===== config.mk =====
export PLATFORM = sky130hd
export DESIGN_NAME = clk_failover_ctrl
export DESIGN_NICKNAME = d
export VERILOG_FILES = /design/src/rtl/clk_mux_pkg.sv /design/src/rtl/clk_persist_ctr.sv /design/src/rtl/clk_sync_2ff.sv /design/src/rtl/clk_failover_ctrl.sv
export SDC_FILE = /design/constraint.sdc
export NUM_CORES = 1
export LEC_CHECK = 0
export ABC_AREA = 1
export BUFFER_PORTS_ARGS = -buffer_cell sky130_fd_sc_hd__buf_2
export CORE_ASPECT_RATIO = 1.1
export CORE_MARGIN = 2
export CORE_UTILIZATION = 28
export DETAILED_ROUTE_END_ITERATION = 16
export PLACE_DENSITY = 0.54
export SLEW_MARGIN = 20
export SYNTH_ARGS = -nofsm -noshare
export SYNTH_HDL_FRONTEND = slang
export SYNTH_SLANG_ARGS = --single-unit

===== constraint.sdc =====
create_clock -name clk_ref -period 2.8 [get_ports clk_ref]
set_input_delay 0.28 -clock clk_ref [delete_from_list [all_inputs] [get_ports clk_ref]]
set_output_delay 0.28 -clock clk_ref [all_outputs]
set_load 0.1 [all_outputs]

===== src/rtl/clk_mux_pkg.sv =====
// rtl/clk_mux_pkg.sv - shared types and constants for the clock failover controller
package clk_mux_pkg;

    typedef enum logic [2:0] {
        HOLD,
        LOCK,
        RUN,
        SWITCH,
        FAULT
    } failover_state_t;

    localparam logic SEL_PRIMARY   = 1'b0;
    localparam logic SEL_SECONDARY = 1'b1;

    // Switch counter stops at all-ones instead of wrapping back to zero
    function automatic logic [15:0] sat_inc16(input logic [15:0] value);
        return (value == 16'hFFFF) ? value : value + 16'd1;
    endfunction

endpackage


===== src/rtl/clk_persist_ctr.sv =====
// rtl/clk_persist_ctr.sv - consecutive-cycle persistence counter saturating at THRESH
module clk_persist_ctr #(
    parameter int unsigned THRESH = 4
) (
    input  logic clk_ref,
    input  logic reset_in,
    input  logic clr,
    input  logic cond,
    output logic hit
);

    localparam int unsigned     W        = $clog2(THRESH + 1);
    localparam logic [W-1:0]    THRESH_V = W'(THRESH);

    logic [W-1:0] cnt;

    // Count consecutive cycles of cond; any gap or explicit clear restarts from zero
    always_ff @(posedge clk_ref or posedge reset_in) begin
        if (reset_in) begin
            cnt <= '0;
        end else if (clr || !cond) begin
            cnt <= '0;
        end else if (cnt != THRESH_V) begin
            cnt <= cnt + W'(1);
        end
    end

    assign hit = (cnt == THRESH_V);

endmodule


===== src/rtl/clk_sync_2ff.sv =====
// rtl/clk_sync_2ff.sv - two-flop synchroniser for a single asynchronous level
module clk_sync_2ff (
    input  logic clk_ref,
    input  logic reset_in,
    input  logic async_in,
    output logic sync_out
);

    logic [1:0] sync_ff;

    // Two back-to-back flops give the first stage a full cycle to resolve metastability
    always_ff @(posedge clk_ref or posedge reset_in) begin
        if (reset_in) begin
            sync_ff <= '0;
        end else begin
            sync_ff <= {sync_ff[0], async_in};
        end
    end

    assign sync_out = sync_ff[1];

endmodule


===== src/rtl/clk_failover_ctrl.sv =====
// rtl/clk_failover_ctrl.sv - primary/secondary clock failover with MMCM reset sequencing
module clk_failover_ctrl #(
    parameter int unsigned SWITCH_HOLDOFF_CYCLES = 1000,
    parameter int unsigned RESET_PULSE_CYCLES    = 100,
    parameter int unsigned LOCK_TIMEOUT_CYCLES   = 1_000_000,
    parameter int unsigned RETURN_HOLDOFF_CYCLES = 100_000_000,
    parameter bit          REVERTIVE             = 1'b1
) (
    input  logic        clk_ref,
    input  logic        reset_in,
    input  logic        pri_stopped,
    input  logic        sec_stopped,
    input  logic        force_en,
    input  logic        force_sel,
    input  logic        mmcm_locked,
    output logic        clk_sel,
    output logic        mmcm_reset,
    output logic        active_ok,
    output logic        fault,
    output logic [15:0] switch_count
);

    import clk_mux_pkg::*;

    // One timer serves both the reset pulse and the lock wait, so size it for the longer one
    localparam int unsigned TMR_MAX = (RESET_PULSE_CYCLES > LOCK_TIMEOUT_CYCLES) ?
                                      RESET_PULSE_CYCLES : LOCK_TIMEOUT_CYCLES;
    localparam int unsigned TW      = $clog2(TMR_MAX + 1);
    localparam logic [TW-1:0] PULSE_LAST   = TW'(RESET_PULSE_CYCLES - 1);
    localparam logic [TW-1:0] TIMEOUT_LAST = TW'(LOCK_TIMEOUT_CYCLES - 1);

    failover_state_t state;
    failover_state_t next_state;
    logic [TW-1:0]   timer;

    logic locked_sync;
    logic sel_bad;
    logic oth_bad;
    logic state_chg;
    logic fail_hit;
    logic rev_hit;
    logic pri_ok_hit;
    logic sec_ok_hit;
    logic fault_pick;

    assign sel_bad    = (clk_sel == SEL_SECONDARY) ? sec_stopped : pri_stopped;
    assign oth_bad    = (clk_sel == SEL_SECONDARY) ? pri_stopped : sec_stopped;
    assign state_chg  = (next_state != state);
    assign fault_pick = pri_stopped ? SEL_SECONDARY : SEL_PRIMARY;

    clk_sync_2ff u_lock_sync (
        .clk_ref  (clk_ref),
        .reset_in (reset_in),
        .async_in (mmcm_locked),
        .sync_out (locked_sync)
    );

    clk_persist_ctr #(.THRESH(SWITCH_HOLDOFF_CYCLES)) u_fail_ctr (
        .clk_ref  (clk_ref),
        .reset_in (reset_in),
        .clr      (state_chg),
        .cond     (sel_bad),
        .hit      (fail_hit)
    );

    clk_persist_ctr #(.THRESH(RETURN_HOLDOFF_CYCLES)) u_rev_ctr (
        .clk_ref  (clk_ref),
        .reset_in (reset_in),
        .clr      (1'b0),
        .cond     (!pri_stopped && (clk_sel == SEL_SECONDARY)),
        .hit      (rev_hit)
    );

    clk_persist_ctr #(.THRESH(SWITCH_HOLDOFF_CYCLES)) u_pri_ok_ctr (
        .clk_ref  (clk_ref),
        .reset_in (reset_in),
        .clr      (state_chg),
        .cond     (!pri_stopped),
        .hit      (pri_ok_hit)
    );

    clk_persist_ctr #(.THRESH(SWITCH_HOLDOFF_CYCLES)) u_sec_ok_ctr (
        .clk_ref  (clk_ref),
        .reset_in (reset_in),
        .clr      (state_chg),
        .cond     (!sec_stopped),
        .hit      (sec_ok_hit)
    );

    // Next-state selection; RUN exits are checked in strict priority order
    always_comb begin
        next_state = state;
        case (state)
            HOLD: begin
                if (timer == PULSE_LAST) next_state = LOCK;
            end
            LOCK: begin
                if (locked_sync) begin
                    next_state = RUN;
                end else if (timer == TIMEOUT_LAST) begin
                    next_state = oth_bad ? FAULT : SWITCH;
                end
            end
            RUN: begin
                if (!locked_sync) begin
                    next_state = HOLD;
                end else if (fail_hit) begin
                    next_state = oth_bad ? FAULT : SWITCH;
                end else if (force_en && (force_sel != clk_sel) && !oth_bad) begin
                    next_state = SWITCH;
                end else if (REVERTIVE && !force_en && (clk_sel == SEL_SECONDARY) && rev_hit) begin
                    next_state = SWITCH;
                end
            end
            SWITCH: begin
                next_state = HOLD;
            end
            FAULT: begin
                if (pri_ok_hit || sec_ok_hit) next_state = HOLD;
            end
            default: begin
                next_state = HOLD;
            end
        endcase
    end

    // State, phase timer and registered outputs derived from the state being entered
    always_ff @(posedge clk_ref or posedge reset_in) begin
        if (reset_in) begin
            state        <= HOLD;
            timer        <= '0;
            clk_sel      <= SEL_PRIMARY;
            mmcm_reset   <= 1'b1;
            active_ok    <= 1'b0;
            fault        <= 1'b0;
            switch_count <= '0;
        end else begin
            state <= next_state;
            if (state_chg || !((state == HOLD) || (state == LOCK))) begin
                timer <= '0;
            end else begin
                timer <= timer + TW'(1);
            end
            mmcm_reset <= (next_state == HOLD) || (next_state == SWITCH) || (next_state == FAULT);
            active_ok  <= (next_state == RUN);
            fault      <= (next_state == FAULT);
            if (state == SWITCH) begin
                clk_sel      <= ~clk_sel;
                switch_count <= sat_inc16(switch_count);
            end else if ((state == FAULT) && (next_state == HOLD)) begin
                clk_sel <= fault_pick;
                if (fault_pick != clk_sel) switch_count <= sat_inc16(switch_count);
            end
        end
    end

endmodule


==> flow_summary.rst, run 1 <==
.. list-table::
   :header-rows: 1

   * - Metric
     - Value
   * - Worst R2R Setup Slack
     - between 500 and 600 ps
   * - Setup violations, final
     - 0
   * - Minimum clock period
     - 2240 ps
   * - Cell types occupying the most area after synthesis
     - sky130_fd_sc_hd__dfrtp_1 45%, sky130_fd_sc_hd__nor2_1 9.5%, sky130_fd_sc_hd__nand2_1 8.3%, sky130_fd_sc_hd__xor2_1 7.0%, sky130_fd_sc_hd__inv_1 5.5%
   * - Pin count of the biggest net entering global routing
     - between 60 and 70
   * - Number of buffers inserted by post-CTS setup repair
     - 0
   * - Die Height
     - about 150 microns
   * - Placer Congestion
     - 0.841
   * - Clk slew on worst S/H paths
     - roughly 80 ps
   * - Number of rows in the core area
     - 54
   * - Initial Utilization
     - 28.5%
   * - Clock tree from TritonCTS
     - built
   * - Worst R2R End
     - switch_count[1]
   * - Instance count after placement with tap cells included
     - around 990
   * - Synthesized netlist net count
     - 732
   * - Number of standard cells after synthesis
     - just over 700
   * - Top_reg_cell synth
     - sky130_fd_sc_hd__dfrtp_1
   * - Library cells used by synthesis
     - 39
   * - Worst-Margin Slew
     - roughly 830 ps
   * - Crit Reg-Reg Startpoint
     - switch_count[0]
   * - Final clock skew
     - 14.8 ps
   * - Aggregate negative setup slack
     - 0 ps
   * - Number of clock buffers inserted by TritonCTS
     - 9
   * - Leakage Power
     - between 0.002 and 0.003 uW
   * - Top Family by Delay on Critical Path
     - simple AND/OR/NAND/NOR gates
   * - Routed wire length
     - approximately 12000 microns
   * - Antenna fix cells
     - 0
   * - Endpoint required time on the critical path
     - between 3000 and 4000 ps
   * - CORE AREA
     - between 15000 and 20000 sq um
   * - Maximum number of buffers from clock root to sink
     - 2
   * - Final worst-path cycle share
     - between 70% and 80%
   * - Yosys synthesis warning count
     - 0
   * - Maximum clock frequency
     - around 0.45 GHz
   * - Cell-internal power
     - about 2300 uW
   * - Share of the synthesized area in the top cell type
     - around 45%
   * - Ys async rst share
     - 100%
   * - Share of post-route cells with drive strength above 1
     - around a tenth
   * - Sequential element share of the synthesized area
     - between 40% and 50%
   * - Netlist Area Pre-Place
     - 5660 sq um
   * - Cell occurring most often along the worst timing path
     - sky130_fd_sc_hd__nand2_1
   * - Power share of the clock group
     - 43.6%
   * - Dominant cell type by area after synthesis
     - sky130_fd_sc_hd__dfrtp_1
   * - Total half-perimeter wirelength after legalization and detailed placement
     - between 9000 and 10000 microns
   * - Antenna violations before repair
     - 0
   * - Setup crit end kind
     - flop
   * - Kind of launch point of the worst setup path
     - flop
   * - Worst-path maximum fanout
     - 18
   * - Count of vias placed by the detailed router
     - between 4000 and 5000
   * - Max-Cap Viols
     - 0
   * - Vias in the first global route
     - around 4400
   * - Crit Path Category
     - reg -> reg
   * - Cell with the largest stage delay on the worst path
     - sky130_fd_sc_hd__dfrtp_1
   * - Path depth of the worst reg2reg path
     - 10
   * - Share of total power in sequential cells
     - slightly above 50%
   * - Critical path, cell by cell
     - ha_1, inv_1, nor2_1, nand3_1, nor3_2, a22oi_1, nand2_1, inv_2, nand2_1, o21ai_0
   * - Syn Area/Cell
     - ~7.9 sq um
   * - Insertion delay to the later sink of the worst-skew pair
     - around 360 ps
   * - First-pass iteration count of the detailed router
     - 5
   * - Net count of the finished layout
     - roughly 760
   * - DRC violation count after routing
     - 0
   * - Hold-fix buffer count after cts
     - 0
   * - Worst stage delay on the critical path
     - 450 ps
   * - Max-slew violation total from the final report
     - 0
   * - Hold Fails Final Rpt
     - 0
   * - Buffer and inverter count on the worst path
     - 2
   * - Global-route total usage across every layer
     - about an eighth
   * - Number of sinks on the clock net
     - 102
   * - RSZ-0062 raised after global routing
     - false
   * - Syn-to-layout area delta
     - 12.7%
   * - Port-buffer cells
     - 26
   * - Sw Share
     - approximately 25%
   * - Ratio of routed vias to standard cells
     - 4.56
   * - Number of routed nets with antenna violations
     - 0
   * - Detailed-route wire length per cell
     - around 12 microns
   * - Power per standard cell area
     - around 470 nW/um^2
   * - GRT overflow
     - 0
   * - Portion of total power attributed to combinational logic
     - between 6 and 7%
   * - Worst hold-check path type
     - in -> async
   * - Most repeated cell in the gate-level netlist after synthesis
     - sky130_fd_sc_hd__nor2_1
   * - CTS H-tree lvls
     - 3
   * - Clock Root Buffer
     - sky130_fd_sc_hd__clkbuf_16
   * - Outcome
     - complete, no violations
   * - Switching power
     - approximately 760 uW
   * - Number of gates resized after CTS
     - 0
   * - Worst path arrival time
     - 2480 ps
   * - CP Depth
     - 10
   * - Worst VDD drop
     - roughly 300 uV
   * - Die width
     - 140 microns
   * - Number of synthesized flops with an enable pin
     - 0
   * - I/O Pins
     - 27
   * - Die Outline Area
     - ~21000 sq um
   * - Iteration-0 DRC Markers
     - roughly 230
   * - Slew margin rel.
     - between 40% and 50%
   * - Most instantiated cells after synthesis
     - 143 x sky130_fd_sc_hd__nor2_1, 125 x sky130_fd_sc_hd__nand2_1, 101 x sky130_fd_sc_hd__dfrtp_1
   * - First-pass GRT wire length
     - roughly 21000 microns
   * - Count of placed standard cells in the final layout, fillers left out
     - roughly 1000
   * - Flops & latches, synth
     - 102
-- stage by stage --
step	total power, uW	worst slack (ps)	instance area (sq um)	util, %	hold WS [ps]
floorplan	1680	310	5660	-	311
global placement	1730	584	6070	30.6	336
detailed placement	1730	575	6070	30.6	338
CTS	3070	547	6380	32.1	38.6
global route	3170	290	6380	32.1	36.2
finish	3010	562	6380	32.1	52.2
-- flip-flops by register name, summed over array words and instances, names as in the netlist --
register and flops:
clk_sel 1, u_lock_sync.sync_ff 2, timer 20, switch_count 16, u_pri_ok_ctr.cnt 10, u_rev_ctr.cnt 27
active_ok 1, u_fail_ctr.cnt 10, u_sec_ok_ctr.cnt 10, mmcm_reset 1, state 3, fault 1
-- placed cells by master (no fill, tap or decap), drive strengths merged --
cell type  count
nor2         149
dfrtp        101
bufinv         1
nor3          24
nand3b         5
nor4          12
xnor2         11
a21oi         22
a311oi         1
clkinvlp       2
a211oi         1
o21ai         28
a31o           1
xor2          45
a31oi          2
o21a           2
nand2        128
ha            11
buf           29
dfstp          1
clkbuf        10
inv           86
nand3         49
nand4         23
and3           1
a22oi          1
or2            2
o41ai          1
clkinv         1
o211ai         1
-- logic make-up (layout without fill, tap and decap cells) --
group | Yosys count | after routing | synth area share, %
AND/OR/NAND/NOR | 393 | 393 | 31.3
flip-flops | 102 | 102 | 45.1
buffers and inverters | 92 | 129 | 6.61
AO/OA/AOI/OAI | 60 | 60 | 5.84
XOR/XNOR | 56 | 56 | 8.66
adder cells (fa/ha/maj) | 11 | 11 | 2.43
-- power by group through the flow --
stage          registers, uW  clock network (uW)  logic (uW)
4_1_cts                 1520                1370         190
3_3_place_gp            1540                   0         188
5_1_grt                 1520                1430         213
2_1_floorplan           1570                   0         113
6_report                1520                1310         184
3_5_place_dp            1540                   0         190
-- area by class of cell --
type / count / area, sq um
timing repair buffer: 29 / 153
fill: 2188 / 13500
inverter: 84 / 319
sequential: 102 / 2550
tap: 252 / 315
clock buffer: 10 / 229
multi-input combinational: 520 / 2730
clock inverter: 6 / 75.1
-- routing by layer --
metal	track usage (%)	routed length (microns)
met1	16.5	6070
met2	19.0	5650
met3	2.88	505
met4	5.19	205
met5	0	0
-- worst register-to-register path, cell delays in order, from the launching register on --
cell                      delay (ps)
sky130_fd_sc_hd__dfrtp_1         450
sky130_fd_sc_hd__ha_1            200
sky130_fd_sc_hd__inv_1            50
sky130_fd_sc_hd__nor2_1          200
sky130_fd_sc_hd__nand3_1         200
sky130_fd_sc_hd__nor3_2          240
sky130_fd_sc_hd__a22oi_1         100
sky130_fd_sc_hd__nand2_1         300
sky130_fd_sc_hd__inv_2           200
sky130_fd_sc_hd__nand2_1          90
sky130_fd_sc_hd__o21ai_0          80
-- worst max path at each step --
stage	startpoint	slack (ps)	to
after global placement	switch_count[0]	580	switch_count[6]
final	switch_count[0]	560	switch_count[1]
after global routing	switch_count[0]	290	switch_count[8]
after detailed placement	switch_count[0]	580	switch_count[6]
after floorplan	switch_count[0]	310	switch_count[3]
after CTS	switch_count[0]	550	switch_count[6]
No activity file was read; power rests on OpenSTA's default activity.
==> inputs of run 2 (changes only) <==
--- a/config.mk
+++ b/config.mk
@@ -5,7 +5,7 @@
 export SDC_FILE = /design/constraint.sdc
 export NUM_CORES = 1
 export LEC_CHECK = 0
-export ABC_AREA = 1
+export ABC_AREA = 0
 export BUFFER_PORTS_ARGS = -buffer_cell sky130_fd_sc_hd__buf_2
 export CORE_ASPECT_RATIO = 1.1
 export CORE_MARGIN = 2
==> constraint.sdc (replaced) <==
create_clock -name clk_ref -period 2 [get_ports clk_ref]
set_input_delay 0.2 -clock clk_ref [delete_from_list [all_inputs] [get_ports clk_ref]]
set_output_delay 0.2 -clock clk_ref [all_outputs]
set_load 0.1 [all_outputs]
==> run 2 against run 1 <==
The run now ends with negative setup slack left; critical endpoint is now u_sec_ok_ctr.cnt[6]; clock skew shrank 7.3 ps; area after synthesis shrank 5.4%; clock power up 31%; global-route usage rose by 1.6 points; largest power group unchanged; sequential power grew 38%; non-clock buffer count rose by 148; total power increased by 36%; core utilization rose by 9.3 points; cell count is 4.1% lower.
==> flow_summary.rst, run 2 <==
.. list-table::
   :header-rows: 1

   * - Metric
     - Value
   * - Count of placed standard cells in the final layout, fillers left out
     - ~960
   * - Total half-perimeter wirelength after legalization and detailed placement
     - a little over 9000 microns
   * - Most instantiated cells after synthesis
     - 101 x sky130_fd_sc_hd__dfrtp_1, 44 x sky130_fd_sc_hd__nor2_1, 43 x sky130_fd_sc_hd__nor4_1
   * - Clock tree from TritonCTS
     - built
   * - Max-slew violation total from the final report
     - 0
   * - Share of the synthesized area in the top cell type
     - approximately 47%
   * - Antenna violations before repair
     - 0
   * - Path depth of the worst reg2reg path
     - 8
   * - Max-Cap Viols
     - 0
   * - Clk slew on worst S/H paths
     - 70 ps
   * - Placer Congestion
     - approximately 0.8
   * - Footprint of the multi-input gates
     - between 3000 and 4000 sq um
   * - Synthesized netlist net count
     - 557
   * - Pin count of the biggest net entering global routing
     - 44
   * - Final worst-path cycle share
     - 118%
   * - Dominant cell type by area after synthesis
     - sky130_fd_sc_hd__dfrtp_1
   * - Number of clock buffers inserted by TritonCTS
     - 9
   * - Sequential element share of the synthesized area
     - 47.7%
   * - Top reg by flops
     - u_rev_ctr.cnt
   * - Die width
     - about 140 microns
   * - Failing checks
     - negative setup slack
   * - Maximum number of buffers from clock root to sink
     - 2
   * - RSZ-0062 raised after global routing
     - true
   * - Syn Area/Cell
     - 9.93 sq um
   * - Iteration-0 DRC Markers
     - about 190
   * - Number of routed nets with antenna violations
     - 0
   * - Leakage Power
     - about 0.0035 uW
   * - Clock Root Buffer
     - sky130_fd_sc_hd__clkbuf_16
   * - Antenna fix cells
     - 0
   * - Crit Path Category
     - reg -> reg
   * - Worst-Margin Slew
     - 724 ps
   * - Portion of total power attributed to combinational logic
     - ~7.0%
   * - Worst R2R Setup Slack
     - -350 ps
   * - Number of standard cells after synthesis
     - 539
   * - Slew margin rel.
     - about half
   * - Netlist Area Pre-Place
     - roughly 5400 sq um
   * - Top_reg_cell synth
     - sky130_fd_sc_hd__dfrtp_1
   * - Worst R2R End
     - u_sec_ok_ctr.cnt[6]
   * - Slack of the critical path
     - -354 ps
   * - Count of vias placed by the detailed router
     - 4605
   * - Outcome
     - complete, but fails checks
   * - Most repeated cell in the gate-level netlist after synthesis
     - sky130_fd_sc_hd__dfrtp_1
   * - Instance count after placement with tap cells included
     - 910
   * - Sw Share
     - between 20% and 30%
   * - Kind of launch point of the worst setup path
     - flop
   * - Detailed-route wire length per cell
     - 14.5 microns
   * - Power share of the clock group
     - between 40% and 50%
   * - Storage element area
     - between 2000 and 3000 sq um
   * - Number of synthesized flops with an enable pin
     - 0
   * - Syn-to-layout area delta
     - 46.2%
   * - Number of rows in the core area
     - 53
   * - Ys async rst share
     - 100%
   * - Flops & latches, synth
     - 102
   * - Commonest cells after routing, fill and taps aside
     - 130 x sky130_fd_sc_hd__buf_4, 84 x sky130_fd_sc_hd__dfrtp_1, 37 x sky130_fd_sc_hd__xnor2_1
   * - I/O Pins
     - 27
   * - Initial Utilization
     - between 20% and 30%
   * - Share of post-route cells with drive strength above 1
     - roughly two fifths
   * - Setup violations, final
     - about 70
   * - Endpoint required time on the critical path
     - approximately 2200 ps
   * - Share of total power in sequential cells
     - between 50% and 60%
   * - Worst VDD drop
     - between 200 and 300 uV
   * - Worst path arrival time
     - approximately 2600 ps
   * - Vias in the first global route
     - about 4700
   * - Die Height
     - about 150 microns
   * - Sink of the worst hold path
     - u_sec_ok_ctr.cnt[4]
   * - Power per standard cell area
     - approximately 530 nW/um^2
   * - Aggregate negative setup slack
     - -14050 ps
   * - Routed wire length
     - about 14000 microns
   * - Worst-path maximum fanout
     - 9
   * - Switching power
     - around 940 uW
   * - Max reg flops
     - 27
   * - Final clock skew
     - 7.51 ps
   * - CORE AREA
     - around 19000 sq um
   * - Die Outline Area
     - between 20000 and 25000 sq um
   * - Port-buffer cells
     - 26
   * - Cell types occupying the most area after synthesis
     - sky130_fd_sc_hd__dfrtp_1 47%, sky130_fd_sc_hd__xnor2_1 6.7%, sky130_fd_sc_hd__xor2_1 5.7%, sky130_fd_sc_hd__nor4_1 5.0%, sky130_fd_sc_hd__nor2_1 3.1%
   * - Maximum clock frequency
     - ~0.42 GHz
   * - Number of sinks on the clock net
     - just over 100
   * - Worst hold-check path type
     - in -> reg
   * - CTS H-tree lvls
     - 3
   * - Ratio of routed vias to standard cells
     - about 4.8
   * - GRT overflow
     - 0
   * - Leading registers by flop count
     - u_rev_ctr.cnt x27, timer x20, switch_count x16
   * - Layout filler cell count
     - 1784
   * - Library cells used by synthesis
     - 48
   * - Net count of the finished layout
     - 728
   * - Yosys synthesis warning count
     - 0
   * - Origin of the worst min-delay path
     - sec_stopped
   * - Global-route total usage across every layer
     - approximately 14%
   * - Hold path depth
     - 3
   * - First-pass GRT wire length
     - roughly 22000 microns
   * - Insertion delay to the later sink of the worst-skew pair
     - around 360 ps
   * - Setup crit end kind
     - flop
   * - Minimum clock period
     - between 2000 and 2500 ps
   * - Hold Fails Final Rpt
     - 0
   * - Cell-internal power
     - between 3000 and 4000 uW
   * - DRC violation count after routing
     - 0
   * - Most common library cell in the layout ignoring fill and taps
     - sky130_fd_sc_hd__buf_4
   * - First-pass iteration count of the detailed router
     - 5
   * - Crit Reg-Reg Startpoint
     - u_rev_ctr.cnt[5]
-- run 2: cell count changes after synthesis, moves of 10 or more --
cell	delta
sky130_fd_sc_hd__nand2_1	-91
sky130_fd_sc_hd__inv_1	-65
sky130_fd_sc_hd__or3_1	+10
sky130_fd_sc_hd__and2_1	+21
sky130_fd_sc_hd__o21ai_0	-20
sky130_fd_sc_hd__a21oi_1	-14
sky130_fd_sc_hd__nor4_1	+31
sky130_fd_sc_hd__clkbuf_1	+11
sky130_fd_sc_hd__nand3_1	-11
sky130_fd_sc_hd__xnor2_1	+30
sky130_fd_sc_hd__nor2_1	-99
sky130_fd_sc_hd__xor2_1	-10
-- run 2: how the worst max path moves through the flow --
| stage | from | end | slack, ps |
|---|---|---|---|
| after detailed placement | u_rev_ctr.cnt[25] | u_fail_ctr.cnt[3] | -350 |
| after global placement | u_rev_ctr.cnt[25] | u_fail_ctr.cnt[5] | -330 |
| after CTS | u_rev_ctr.cnt[25] | u_fail_ctr.cnt[5] | -360 |
| after global routing | u_rev_ctr.cnt[5] | u_sec_ok_ctr.cnt[6] | -420 |
| after floorplan | clk_sel | u_fail_ctr.cnt[1] | -410 |
| final | u_rev_ctr.cnt[5] | u_sec_ok_ctr.cnt[6] | -350 |
-- run 2: stage by stage --
step | hold slack (ps) | cell area (sq um) | worst slack [ps] | util [%] | power (uW)
detailed placement | 238 | 6790 | -351 | 35.9 | 2370
global placement | 235 | 6790 | -329 | 35.9 | 2360
finish | 287 | 7830 | -354 | 41.4 | 4110
floorplan | 231 | 5550 | -406 | - | 2250
CTS | 267 | 7420 | -360 | 39.3 | 4150
global route | 297 | 7830 | -417 | 41.4 | 4270
-- run 2: per-layer routing --
layer	up-vias	GRT usage, %	part of all wire [%]	wire, microns
met1	2284	16.7	45	6290
met4	0	5.47	1.8	255
li1	2258	-	-	-
met2	49	24.6	51	7070
met5	-	0	0	0
met3	14	2.34	2.5	346
-- run 2: power groups by stage --
stage / registers, uW / logic, uW / clock network [uW]
floorplan: 2140 / 110 / 0
global placement: 2130 / 222 / 0
detailed placement: 2140 / 229 / 0
CTS: 2100 / 271 / 1780
global route: 2100 / 318 / 1860
finish: 2100 / 288 / 1720
-- run 2: critical path, stage by stage (launching register included) --
cell and delay, ps:
sky130_fd_sc_hd__dfrtp_1 380, sky130_fd_sc_hd__or4b_1 530, sky130_fd_sc_hd__or4_4 550, sky130_fd_sc_hd__nor4_4 160
sky130_fd_sc_hd__o21ai_2 110, sky130_fd_sc_hd__a21oi_4 150, sky130_fd_sc_hd__buf_12 140, sky130_fd_sc_hd__clkbuf_16 160
sky130_fd_sc_hd__nor4_1 60
-- run 2: logic make-up after synthesis --
kind of cell / after synthesis / synth area share (%)
AO/OA/AOI/OAI: 36 / 4.65
XOR/XNOR: 76 / 12.4
adder cells (fa/ha/maj): 11 / 2.57
buffers and inverters: 36 / 2.97
flip-flops: 102 / 47.7
multiplexers: 8 / 1.57
AND/OR/NAND/NOR: 270 / 28.1
-- run 2: final cells by class --
| cell class | instances | share of cell area (%) |
|---|---|---|
| clock buffers | 13 | 3.45 |
| clock inverters | 3 | 0.224 |
| inverters | 18 | 0.911 |
| multi-input cells | 402 | 40.2 |
| flip-flops and latches | 102 | 32.9 |
| well taps | 247 | 3.95 |
| repair buffers | 177 | 18.4 |
-- run 2: repair_timing --
item                                    4_1_cts  5_1_grt
endpoints found under the setup margin       79       82
pin swaps                                    18       41
endpoints found under the hold margin        17        0
setup buffers                                16       18
hold buffers                                  2        0
cloned                                        1        3
gates resized for setup                      36       56
==> inputs of run 3 (changes only) <==
--- a/config.mk
+++ b/config.mk
@@ -9,9 +9,10 @@
 export BUFFER_PORTS_ARGS = -buffer_cell sky130_fd_sc_hd__buf_2
 export CORE_ASPECT_RATIO = 1.1
 export CORE_MARGIN = 2
-export CORE_UTILIZATION = 28
+export CORE_UTILIZATION = 35
 export DETAILED_ROUTE_END_ITERATION = 16
-export PLACE_DENSITY = 0.54
+export GPL_TIMING_DRIVEN = 0
+export PLACE_DENSITY = 0.62
 export SLEW_MARGIN = 20
 export SYNTH_ARGS = -nofsm -noshare
 export SYNTH_HDL_FRONTEND = slang
==> run 3 against run 2 <==
The flow still finishes with violations (negative setup slack); first-iteration DRC count is 42% higher; via count is 5.0% lower; total power is 1.1% higher; clock skew is 1.1 ps higher; global-route usage is 1.9 points higher; worst setup slack worse by 36 ps; sequential power hardly changed; worst hold slack worse by 160 ps; final area is 7.0% lower; largest power group unchanged.
==> flow_summary.rst, run 3 (synthesis results as in run 2) <==
.. list-table::
   :header-rows: 1

   * - Metric
     - Value
   * - Outcome
     - complete, but fails checks
   * - Failing checks
     - negative setup slack
   * - Commonest cells after routing, fill and taps aside
     - 79 x sky130_fd_sc_hd__dfrtp_1, 48 x sky130_fd_sc_hd__buf_4, 39 x sky130_fd_sc_hd__xnor2_1
   * - Setup crit end kind
     - flop
   * - Max-Cap Viols
     - 0
   * - Net count of the finished layout
     - about 660
   * - Power per standard cell area
     - between 500 and 600 nW/um^2
   * - Leading registers by flop count
     - u_rev_ctr.cnt x27, timer x20, switch_count x16
   * - First element of the critical path
     - u_rev_ctr.cnt[5]
   * - Total half-perimeter wirelength after legalization and detailed placement
     - about 8100 microns
   * - Aggregate negative setup slack
     - -15920 ps
   * - Endpoint required time on the critical path
     - around 2200 ps
   * - Placer Congestion
     - just over 0.8
   * - Maximum number of buffers from clock root to sink
     - 2
   * - Most common library cell in the layout ignoring fill and taps
     - sky130_fd_sc_hd__dfrtp_1
   * - Die Outline Area
     - 16300 sq um
   * - Final worst-path cycle share
     - 119%
   * - Port-buffer cells
     - 26
   * - Number of rows in the core area
     - 47
   * - Final clock skew
     - between 8 and 9 ps
   * - Clock tree from TritonCTS
     - built
   * - Top reg by flops
     - u_rev_ctr.cnt
   * - Worst-Margin Slew
     - 911 ps
   * - First-pass iteration count of the detailed router
     - 4
   * - Setup violations, final
     - 66
   * - Number of routed nets with antenna violations
     - 0
   * - Worst path arrival time
     - about 2600 ps
   * - Crit Path Category
     - reg -> reg
   * - Ratio of routed vias to standard cells
     - ~5.2
   * - Iteration-0 DRC Markers
     - between 200 and 300
   * - First-pass GRT wire length
     - between 20000 and 25000 microns
   * - Worst VDD drop
     - 372 uV
   * - Detailed-route wire length per cell
     - approximately 15 microns
   * - Minimum clock period
     - ~2400 ps
   * - Pin count of the biggest net entering global routing
     - 31
   * - Routed wire length
     - 12700 microns
   * - Worst-path maximum fanout
     - 8
   * - Die Height
     - ~130 microns
   * - Global-route total usage across every layer
     - 15.7%
   * - Count of vias placed by the detailed router
     - 4374
   * - Share of post-route cells with drive strength above 1
     - 36.2%
   * - Origin of the worst min-delay path
     - pri_stopped
   * - Slew margin rel.
     - between 30% and 40%
   * - Syn-to-layout area delta
     - 36.0%
   * - Insertion delay to the later sink of the worst-skew pair
     - between 300 and 400 ps
   * - Number of sinks on the clock net
     - between 100 and 150
   * - Number of clock buffers inserted by TritonCTS
     - 9
   * - Leakage Power
     - slightly above 0.003 uW
   * - GRT overflow
     - 0
   * - Slack of the critical path
     - -390 ps
   * - Worst hold-check path type
     - in -> reg
   * - Hold Fails Final Rpt
     - 0
   * - Max reg flops
     - 27
   * - Die width
     - 122 microns
   * - Layout filler cell count
     - around 1300
   * - Max-slew violation total from the final report
     - 0
   * - Antenna violations before repair
     - 0
   * - RSZ-0062 raised after global routing
     - true
   * - Clock Root Buffer
     - sky130_fd_sc_hd__clkbuf_16
   * - CTS H-tree lvls
     - 3
   * - Crit Reg-Reg Startpoint
     - u_rev_ctr.cnt[5]
   * - Final core occ
     - 48.6%
   * - DRC violation count after routing
     - 0
   * - Final Hold Slack
     - between 100 and 150 ps
   * - Maximum clock frequency
     - 0.418 GHz
   * - Clk slew on worst S/H paths
     - approximately 70 ps
   * - Kind of launch point of the worst setup path
     - flop
   * - I/O Pins
     - 27
   * - Initial Utilization
     - roughly 36%
   * - CORE AREA
     - between 10000 and 15000 sq um
   * - Vias in the first global route
     - about 4400
   * - Antenna fix cells
     - 0
[run 3: cell count changes in the layout (fill, tap and decap cells not counted), moves of 4 or more]
cell | before | now
sky130_fd_sc_hd__dfrtp_1 | 84 | 79
sky130_fd_sc_hd__buf_6 | 8 | 12
sky130_fd_sc_hd__dfrtp_2 | 17 | 22
sky130_fd_sc_hd__clkbuf_1 | 1 | 5
sky130_fd_sc_hd__nor4_1 | 35 | 27
sky130_fd_sc_hd__nor4_2 | 2 | 11
sky130_fd_sc_hd__buf_4 | 130 | 48
sky130_fd_sc_hd__buf_12 | 8 | 3
sky130_fd_sc_hd__buf_8 | 1 | 5
[run 3: power by group]
part | switching [uW] | internal [uW]
Clock | 752 | 1080
Sequential | 24.9 | 2080
Combinational | 126 | 96.4
Total | 902 | 3260
[run 3: critical path, cell delays in order, from the launching register on]
cell and delay (ps):
sky130_fd_sc_hd__dfrtp_1 370, sky130_fd_sc_hd__or4b_4 540, sky130_fd_sc_hd__or4_4 520, sky130_fd_sc_hd__nor4_4 180, sky130_fd_sc_hd__o21ai_2 130, sky130_fd_sc_hd__a21oi_4 150, sky130_fd_sc_hd__buf_12 150, sky130_fd_sc_hd__clkbuf_16 140
sky130_fd_sc_hd__nor4_1 40
[run 3: what timing repair did]
action / CTS / global route
endpoints found under the hold margin: 22 / 0
setup buffers: 29 / 29
setup endpoints to repair: 82 / 82
gates resized for setup: 56 / 60
hold buffers: 2 / 0
cloned: 3 / 1
pin swaps: 21 / 27
[run 3: cell type report]
type	count	area, sq um	share of cell area, %
buffer	14	141	1.94
clock buffer	14	274	3.76
clock inverter	2	38.8	0.533
inverter	18	71.3	0.979
multi-input combinational	401	3180	43.6
sequential	102	2580	35.4
tap	196	245	3.37
timing repair buffer	92	754	10.4
[run 3: final timing paths]
kind                                           to  slack, ps  cells past startpoint
setup / recovery              u_sec_ok_ctr.cnt[6]       -390                      8
hold / removal                u_pri_ok_ctr.cnt[9]        130                      2
setup reg to reg              u_sec_ok_ctr.cnt[6]       -390                      8
hold reg to reg            u_lock_sync.sync_ff[1]        350                      0
max in group asynchronous         switch_count[8]        960                      4
min in group asynchronous               active_ok        480                      3
[run 3: routing by layer]
layer,global-route usage (%),wire length [microns],share of wire (%)
met1,19.9,5660,44
met2,26.3,6480,51
met3,2.53,304,2.4
met4,7.22,286,2.2
met5,0,0,0
[run 3: stage by stage]
step / power [uW] / worst slack, ps / area (sq um) / instances
2_1_floorplan: 2250 / -406 / 5550 / 539
3_3_place_gp: 2300 / -573 / 5920 / 761
3_5_place_dp: 2320 / -644 / 5990 / 764
4_1_cts: 4170 / -394 / 6790 / 810
5_1_grt: 4320 / -488 / 7280 / 839
6_report: 4160 / -390 / 7280 / 839
